$ cat src/rtl/aes_arbiter.sv
// aes_arbiter: round-robin arbiter sharing one AES decryption core between N_REQ requesters
//   CLK, RESET_N                     clock (rising edge), asynchronous active-low reset
//   REQ, REQ_KEY, REQ_MSG            per-requester request level, key and ciphertext (128-bit packed)
//   ACK, RESULT, ERR                 one-cycle acknowledge, plaintext, timeout flag with ACK
//   BUSY                             high in every state except IDLE
//   AES_START, AES_KEY, AES_MSG_ENC  start level and registered operands to the core
//   AES_DONE, AES_MSG_DEC            core completion level and plaintext
module aes_arbiter #(
   parameter int N_REQ   = 2,
   parameter int TIMEOUT = 1023
) (
   input  logic                 CLK,
   input  logic                 RESET_N,
   input  logic [N_REQ-1:0]     REQ,
   input  logic [128*N_REQ-1:0] REQ_KEY,
   input  logic [128*N_REQ-1:0] REQ_MSG,
   output logic [N_REQ-1:0]     ACK,
   output logic [127:0]         RESULT,
   output logic                 ERR,
   output logic                 BUSY,
   output logic                 AES_START,
   output logic [127:0]         AES_KEY,
   output logic [127:0]         AES_MSG_ENC,
   input  logic                 AES_DONE,
   input  logic [127:0]         AES_MSG_DEC
);
   localparam int IW = $clog2(N_REQ);
   localparam int CW = $clog2(TIMEOUT + 1);
   localparam logic [1:0] IDLE  = 2'd0;
   localparam logic [1:0] RUN   = 2'd1;
   localparam logic [1:0] RESP  = 2'd2;
   localparam logic [1:0] CLEAR = 2'd3;
   logic [1:0]    state_q, state_d;
   logic [IW-1:0] ptr_q, ptr_d, idx_q, idx_d, sel;
   logic [CW-1:0] cnt_q, cnt_d;
   logic [127:0]  key_q, key_d, msg_q, msg_d, res_q, res_d;
   logic          err_q, err_d;
   // Scan downward so the last hit is the first set bit after ptr (with wrap).
   always_comb begin
      int j;
      j = 0;
      sel = ptr_q;
      for (int i = N_REQ; i >= 1; i--) begin
         j = (int'(ptr_q) + i) % N_REQ;
         if (REQ[j[IW-1:0]]) sel = j[IW-1:0];
      end
   end
   always_comb begin
      state_d = state_q;
      ptr_d   = ptr_q;
      idx_d   = idx_q;
      cnt_d   = cnt_q;
      key_d   = key_q;
      msg_d   = msg_q;
      res_d   = res_q;
      err_d   = err_q;
      case (state_q)
         IDLE: if (|REQ) begin
            idx_d   = sel;
            key_d   = REQ_KEY[128*sel +: 128];
            msg_d   = REQ_MSG[128*sel +: 128];
            cnt_d   = '0;
            state_d = RUN;
         end
         RUN: begin
            cnt_d = cnt_q + 1'b1;
            // A completion in the timeout cycle still counts as success.
            if (AES_DONE) begin
               res_d   = AES_MSG_DEC;
               err_d   = 1'b0;
               state_d = RESP;
            end else if (cnt_q == CW'(TIMEOUT - 1)) begin
               err_d   = 1'b1;
               state_d = RESP;
            end
         end
         RESP: begin
            ptr_d   = idx_q;
            state_d = CLEAR;
         end
         // Wait out a stale DONE so it cannot complete the next job.
         default: if (!AES_DONE) state_d = IDLE;
      endcase
   end
   always_ff @(posedge CLK or negedge RESET_N) begin
      if (!RESET_N) begin
         state_q <= IDLE;
         ptr_q   <= '0;
         idx_q   <= '0;
         cnt_q   <= '0;
         key_q   <= '0;
         msg_q   <= '0;
         res_q   <= '0;
         err_q   <= 1'b0;
      end else begin
         state_q <= state_d;
         ptr_q   <= ptr_d;
         idx_q   <= idx_d;
         cnt_q   <= cnt_d;
         key_q   <= key_d;
         msg_q   <= msg_d;
         res_q   <= res_d;
         err_q   <= err_d;
      end
   end
   assign ACK         = (state_q == RESP) ? ({{(N_REQ-1){1'b0}}, 1'b1} << idx_q) : '0;
   assign ERR         = (state_q == RESP) && err_q;
   assign BUSY        = state_q != IDLE;
   assign AES_START   = state_q == RUN;
   assign AES_KEY     = key_q;
   assign AES_MSG_ENC = msg_q;
   assign RESULT      = res_q;
endmodule

$ cat config.mk
export PLATFORM = sky130hd
export DESIGN_NAME = aes_arbiter
export DESIGN_NICKNAME = d
export VERILOG_FILES = /design/src/rtl/aes_arbiter.sv
export SDC_FILE = /design/constraint.sdc
export NUM_CORES = 1
export LEC_CHECK = 0
export BUFFER_PORTS_ARGS = -buffer_cell sky130_fd_sc_hd__buf_2
export CORE_AREA = 2 2 408 410
export CTS_CLUSTER_SIZE = 24
export DETAILED_ROUTE_END_ITERATION = 8
export DIE_AREA = 0 0 410 412
export PLACE_DENSITY_LB_ADDON = 0.2
export SLEW_MARGIN = 20
export SYNTH_ARGS = -nofsm -noshare
export SYNTH_HDL_FRONTEND = slang
export SYNTH_SLANG_ARGS = --single-unit
$ cat constraint.sdc
create_clock -name CLK -period 2.1 [get_ports CLK]
set_input_delay 0.525 -clock CLK [delete_from_list [all_inputs] [get_ports CLK]]
set_output_delay 0.525 -clock CLK [all_outputs]
set_load 0.005 [all_outputs]
# [After elaboration in Yosys (flattened, before gate mapping)]
# Index checks and enable logic that the tools add are counted.
[totals] regBits=399 latch_bits=0 ramBits=0 mem_bits_ro=0 in_bits=645 out_inout_bits=389 memories=0
[classes] n_addsub=3 n_mul=0 n_div=0 order_cmp=2 n_eq_ne=6 shifts=3 muxes=16 bitwise_logic=0 reduce_logical=11
[ops] op="$shiftx A256 B9 Y128" count=2
[ops] op="$pmux W10 S2" count=1
[ops] op="$add A10 B1 Y10 const B" count=1
[ops] op="$eq A10 B10 Y1 const B" count=1
[ops] op="$mux W10" count=1
[ops] op="$mux W2" count=5
[ops] op="$mux W1" count=8
[ops] op="$reduce_and A2 Y1" count=4
[ops] op="$pmux W2 S3" count=1
[ops] op="$reduce_bool A2 Y1" count=3
[ops] op="$lt A1 B2 Y1 const B" count=2
[ops] op="$ne A4 B2 Y1 const B" count=1
[ops] op="$ne A3 B1 Y1 const B" count=1
[ops] op="$reduce_and A3 Y1" count=1
[ops] op="$add A1 B1 Y1 const B" count=2
[ops] op="$eq A2 B1 Y1 const B" count=1
[ops] op="$eq A2 B2 Y1 const B" count=1
[ops] op="$logic_not A2 Y1" count=1
[ops] op="$ne A2 B2 Y1 const B" count=1
[ops] op="$reduce_or A2 Y1" count=1
[ops] op="$shl A1 B1 Y2 const A" count=1
[ops] op="$logic_and A1 B1 Y1" count=1

# [Longest topological paths before layout]
[logic_depth] ltp_word=6 mapped_depth=9 depth_no_buf=6

# [Worst setup path before layout]
# No wires, ideal clock.
[synth_path] path_type="register to register" startpoint="reg state_q[1]" endpoint="reg state_q[1]" arrival_time_ns=1.706 path_slack_ns=0.269 stages_incl_launch_ff=7 path_buffers=1 path_cell_list="dfrtp_1 > inv_1 > ha_1 > buf_2 > or4b_1 > o211ai_2 > mux2_2"
[synth_via] elab_chain_cells=3 elab_cells_between_ends=8
[synth_lines] element="from (decl)" line="33" text="logic [1:0] state_q, state_d;"
[synth_lines] element="from (signal assigned)" line="96" text="state_q <= state_d;"
[synth_lines] element="$eq A2 B1 Y1 *"
[synth_lines] element="named net AES_START" line="21" text="output logic AES_START,"
[synth_lines] element="$ne A4 B2 Y1 (no line) / $ne A3 B1 Y1 (equally long branches)"
[synth_lines] element="$reduce_and A3 Y1 (no line)"
# The timed path passes the listed nets; every way through them passes the cells marked *.
# A chain may end at the register's enable or synchronous reset.

# [Worst setup path in the final report]
[layout_path] startpoint="reg state_q[0]" endpoint="out ERR"
[layout_via] elab_chain_cells=2
[layout_lines] element="$eq A2 B2 Y1" line="107" text="assign ERR = (state_q == RESP) && err_q;"
[layout_lines] element="$logic_and A1 B1 Y1" line="107"
[layout_lines] element="to (decl)" line="19" text="output logic ERR,"
# No other way between the ends.

==> insert_results.sql <==
INSERT INTO impl_metrics (metric_group, metric, value, unit) VALUES
('setup_path', 'worstReg2RegStart', 'state_q[0]', ''),
('placement', 'place_hpwl', '81200', 'um'),
('finish', 'multi_input_area', '6820', 'um^2'),
('synthesis', 'synth_area_per_cell', '11.8', 'um^2'),
('synthesis', 'synth_cells', '1470', ''),
('timing', 'period_needed', '2120', 'ps'),
('placement', 'dpl.cell_count', '4697', ''),
('setup_path', 'cp-start-kind', 'flip-flop', ''),
('timing', 'tightestPinTransition', '449', 'ps'),
('grt', 'global_route.overflow_total', '0', ''),
('floorplan', 'initial_core_util', '10.6', '%'),
('finish', 'fillers', '18497', ''),
('timing', 'finalSetupViolCount', '1', ''),
('clocking', 'cts_tree', 'built', ''),
('floorplan', 'core_region_area', '164000', 'um^2'),
('clocking', 'h_tree_levels', '2', ''),
('placement', 'gp_congestion', '0.857', ''),
('setup_path', 'rr_endpoint', 'state_q[1]', ''),
('synthesis', 'synthesis.yosys.warnings', '0', ''),
('timing', 'max_freq', '472', 'MHz'),
('grt', 'grt_util_all_layers', '10.9', '%'),
('hold_path', 'hold_path.class', 'in2reg', ''),
('drt', 'detail_route.drc_violations', '0', ''),
('floorplan', 'top_level_ports', '1034', ''),
('timing', 'timing_max_transition_violations_final', '0', ''),
('finish', 'final_area', '28000', 'um^2'),
('floorplan', 'fp.dieH', '412', 'um'),
('setup_path', 'worst_setup_path_end_kind', 'primary output', ''),
('floorplan', 'rows', '149', ''),
('finish', 'layout.area.seq', '9990', 'um^2'),
('clocking', 'cts.sink_count', '399', ''),
('status', 'outcome', 'finished, violations left', ''),
('setup_path', 'cp_data_arrival_time', '1590', 'ps'),
('timing', 'min_period_over_period', '101', '%'),
('timing', 'finClkSkew', '35.1', 'ps'),
('synthesis', 'sequential_fraction_of_the_synthesis_area', '57.4', '%'),
('placement', 'postPlaceCellArea', '25900', 'um^2'),
('timing', 'rsz0062_at_grt', 'yes', ''),
('clocking', 'cts_buffer_depth', '3', ''),
('drt', 'routed_wl', '96300', 'um'),
('finish', 'layout.cells.most_common', 'sky130_fd_sc_hd__buf_2', ''),
('clocking', 'path_clk_slew', '60', 'ps'),
('finish', 'drive_gt1_share', '52.9', '%'),
('timing', 'relSlewSlack', '70.1', '%'),
('setup_path', 'endpoint', 'ERR', ''),
('floorplan', 'die_x', '410', 'um'),
('clocking', 'clock_insertion_delay_worst_skew', '650', 'ps'),
('synthesis', 'ys_seq_elements', '399', ''),
('finish', 'most-common-layout-cells', 'sky130_fd_sc_hd__buf_2 (1027), sky130_fd_sc_hd__dfrtp_1 (398), sky130_fd_sc_hd__nand2_1 (262)', ''),
('grt', 'grt_start_max_net_pins', '68', ''),
('setup_path', 'critical_path_required', '1570', 'ps'),
('timing', 'finalHoldViolCount', '0', ''),
('clocking', 'numCtsBuffers', '55', ''),
('run', 'cap_viol_max_count', '0', ''),
('synthesis', 'number_of_distinct_library_cells_after_synthesis', '37', ''),
('finish', 'area_growth_syn_to_layout', '60.7', '%'),
('placement', 'portBuffers', '1033', ''),
('timing', 'timing.final.ws_setup', '-18.0', 'ps'),
('setup_path', 'critPathLaunch', 'state_q[0]', ''),
('power_and_ir_drop', 'irDropWorstVdd', '0.535', 'mV'),
('floorplan', 'dieArea', '169000', 'um^2'),
('drt', 'dr_total_vias', '15456', ''),
('status', 'failed_checks', 'setup timing', ''),
('synthesis', 'mappedNetlistNets', '2121', ''),
('setup_path', 'r2r_slack', '150', 'ps'),
('synthesis', 'mappedNetlistArea', '17400', 'um^2'),
('power_and_ir_drop', 'p_leak', '13.9', 'nW'),
('power_and_ir_drop', 'pwr_density_cell', '1430', 'nW/um^2'),
('setup_path', 'critical_path_peak_fanout', '6', ''),
('finish', 'fin_nets', '3223', ''),
('grt', 'number_of_antenna_violations_at_the_first_check_in_global_routing', '75', ''),
('grt', 'first_global_vias', '16001', ''),
('drt', 'drt_iter0_drc', '639', ''),
('drt', 'drt_pre_antenna_iters', '5', ''),
('setup_path', 'ff2ff_path_depth', '6', ''),
('drt', 'wl_per_cell', '20.0', 'um'),
('grt', 'first_pass_grt_wire_length', '129000', 'um'),
('drt', 'detail-route-antenna-nets', '0', ''),
('drt', 'routed_via_density', '3.21', ''),
('clocking', 'clock_tree.root_cell', 'sky130_fd_sc_hd__clkbuf_16', ''),
('finish', 'layout.cells.non_filler', '4816', ''),
('setup_path', 'worst-setup-path-type', 'reg2out', '');
## per-layer routing
layer  vias to the layer above  global-route usage, %  part of all wire, %
li1                       7336                      -                    -
met1                      7328                   12.8                   40
met2                       630                   18.4                   49
met3                       138                   3.76                  7.8
met4                        24                   3.73                  2.9
met5                         -                      0                 0.15
## worst max-delay path, cell delays in order (launching register included)
cell and delay (ps):
sky130_fd_sc_hd__dfrtp_1 390, sky130_fd_sc_hd__inv_2 110, sky130_fd_sc_hd__ha_4 180, sky130_fd_sc_hd__and2_4 160
sky130_fd_sc_hd__buf_6 130
## worst min-delay path by stage
stage	endpoint	start	cells past startpoint
2_1_floorplan	AES_KEY[0]	RESET_N	0
3_3_place_gp	RESULT[58]	RESET_N	1
3_5_place_dp	RESULT[58]	RESET_N	1
4_1_cts	RESULT[124]	AES_MSG_DEC[124]	2
5_1_grt	RESULT[60]	AES_MSG_DEC[60]	2
6_report	RESULT[40]	AES_MSG_DEC[40]	2
## synth_stat cells
library cell / instances / area share (%)
sky130_fd_sc_hd__a2111oi_4: 1 / 0.16
sky130_fd_sc_hd__a211oi_1: 1 / 0.043
sky130_fd_sc_hd__a21oi_1: 3 / 0.086
sky130_fd_sc_hd__a31oi_1: 1 / 0.036
sky130_fd_sc_hd__and2_1: 3 / 0.11
sky130_fd_sc_hd__and2b_1: 1 / 0.043
sky130_fd_sc_hd__and4_1: 1 / 0.050
sky130_fd_sc_hd__buf_2: 45 / 1.3
sky130_fd_sc_hd__buf_4: 3 / 0.13
sky130_fd_sc_hd__buf_6: 26 / 1.7
sky130_fd_sc_hd__clkbuf_1: 27 / 0.58
sky130_fd_sc_hd__dfrtp_1: 399 / 57
sky130_fd_sc_hd__ha_1: 6 / 0.43
sky130_fd_sc_hd__inv_1: 5 / 0.11
sky130_fd_sc_hd__mux2_2: 130 / 8.4
sky130_fd_sc_hd__mux2i_1: 258 / 15
sky130_fd_sc_hd__nand2_1: 263 / 5.7
sky130_fd_sc_hd__nand2b_1: 2 / 0.072
sky130_fd_sc_hd__nand3_1: 3 / 0.086
sky130_fd_sc_hd__nand4_1: 1 / 0.036
sky130_fd_sc_hd__nor2_1: 8 / 0.17
sky130_fd_sc_hd__nor2_2: 1 / 0.036
sky130_fd_sc_hd__nor2b_1: 1 / 0.036
sky130_fd_sc_hd__nor3_1: 1 / 0.029
sky130_fd_sc_hd__nor3b_1: 1 / 0.043
sky130_fd_sc_hd__o2111ai_1: 2 / 0.10
sky130_fd_sc_hd__o211ai_1: 2 / 0.086
sky130_fd_sc_hd__o211ai_2: 1 / 0.072
sky130_fd_sc_hd__o21a_1: 1 / 0.043
sky130_fd_sc_hd__o21ai_0: 31 / 0.89
sky130_fd_sc_hd__o21ai_1: 230 / 6.6
sky130_fd_sc_hd__o21ai_2: 2 / 0.10
sky130_fd_sc_hd__o21bai_1: 1 / 0.043
sky130_fd_sc_hd__or3_1: 1 / 0.036
sky130_fd_sc_hd__or4b_1: 1 / 0.058
sky130_fd_sc_hd__xnor2_1: 2 / 0.10
sky130_fd_sc_hd__xor2_1: 5 / 0.25
## stage by stage
step                utilization, %  setup slack [ps]  TNS (ps)  total power, mW  hold WS (ps)
CTS                           17.0              -110      -338             41.3          16.1
floorplan                        -               269         0             21.4           229
global placement              15.8              97.7         0             30.7           450
global route                  17.0              -147      -443             43.2          42.3
finish                        17.0             -18.0     -18.0             40.1           101
detailed placement            15.8              77.4         0             30.7           451
## sequential cells by signal (all words and copies together) (netlist names)
name / count
RESULT: 128
AES_KEY: 128
ptr_q: 1
err_q: 1
AES_MSG_ENC: 128
idx_q: 1
cnt_q: 10
state_q: 2
## where the power goes
part	switching (mW)	internal, mW	leakage (nW)
registers	2.11	11.4	4.90
logic	8.74	7.90	8.06
clock network	3.97	5.93	0.926
total	14.8	25.3	13.9
## final cells by class
type,count,area share [%]
inverter,5,0.0761
clock inverter,21,0.962
tap,2189,9.80
multi-input combinational,965,24.4
antenna,15,0.134
clock buffer,76,5.74
sequential,399,35.7
timing repair buffer,1146,23.2
## timing repair
item | 4_1_cts | 5_1_grt
hold buffers | 1 | 0
endpoints found under the setup margin | 5 | 5
setup buffers | 5 | 3
resized for setup | 24 | 2
pin swaps | 2 | 0
endpoints found under the hold margin | 19 | 0
## logic make-up (layout without fill, tap and decap cells)
logic type	after synthesis	in the layout	synth area share, %
compound gates	276	276	8.28
simple gates	288	288	6.48
xor+xnor	7	7	0.352
buf+inv	106	1248	3.80
mux	388	388	23.3
flops	399	399	57.4
fa+ha+maj	6	6	0.432
other cells	0	15	0
Power figures use the tool's default switching activity.
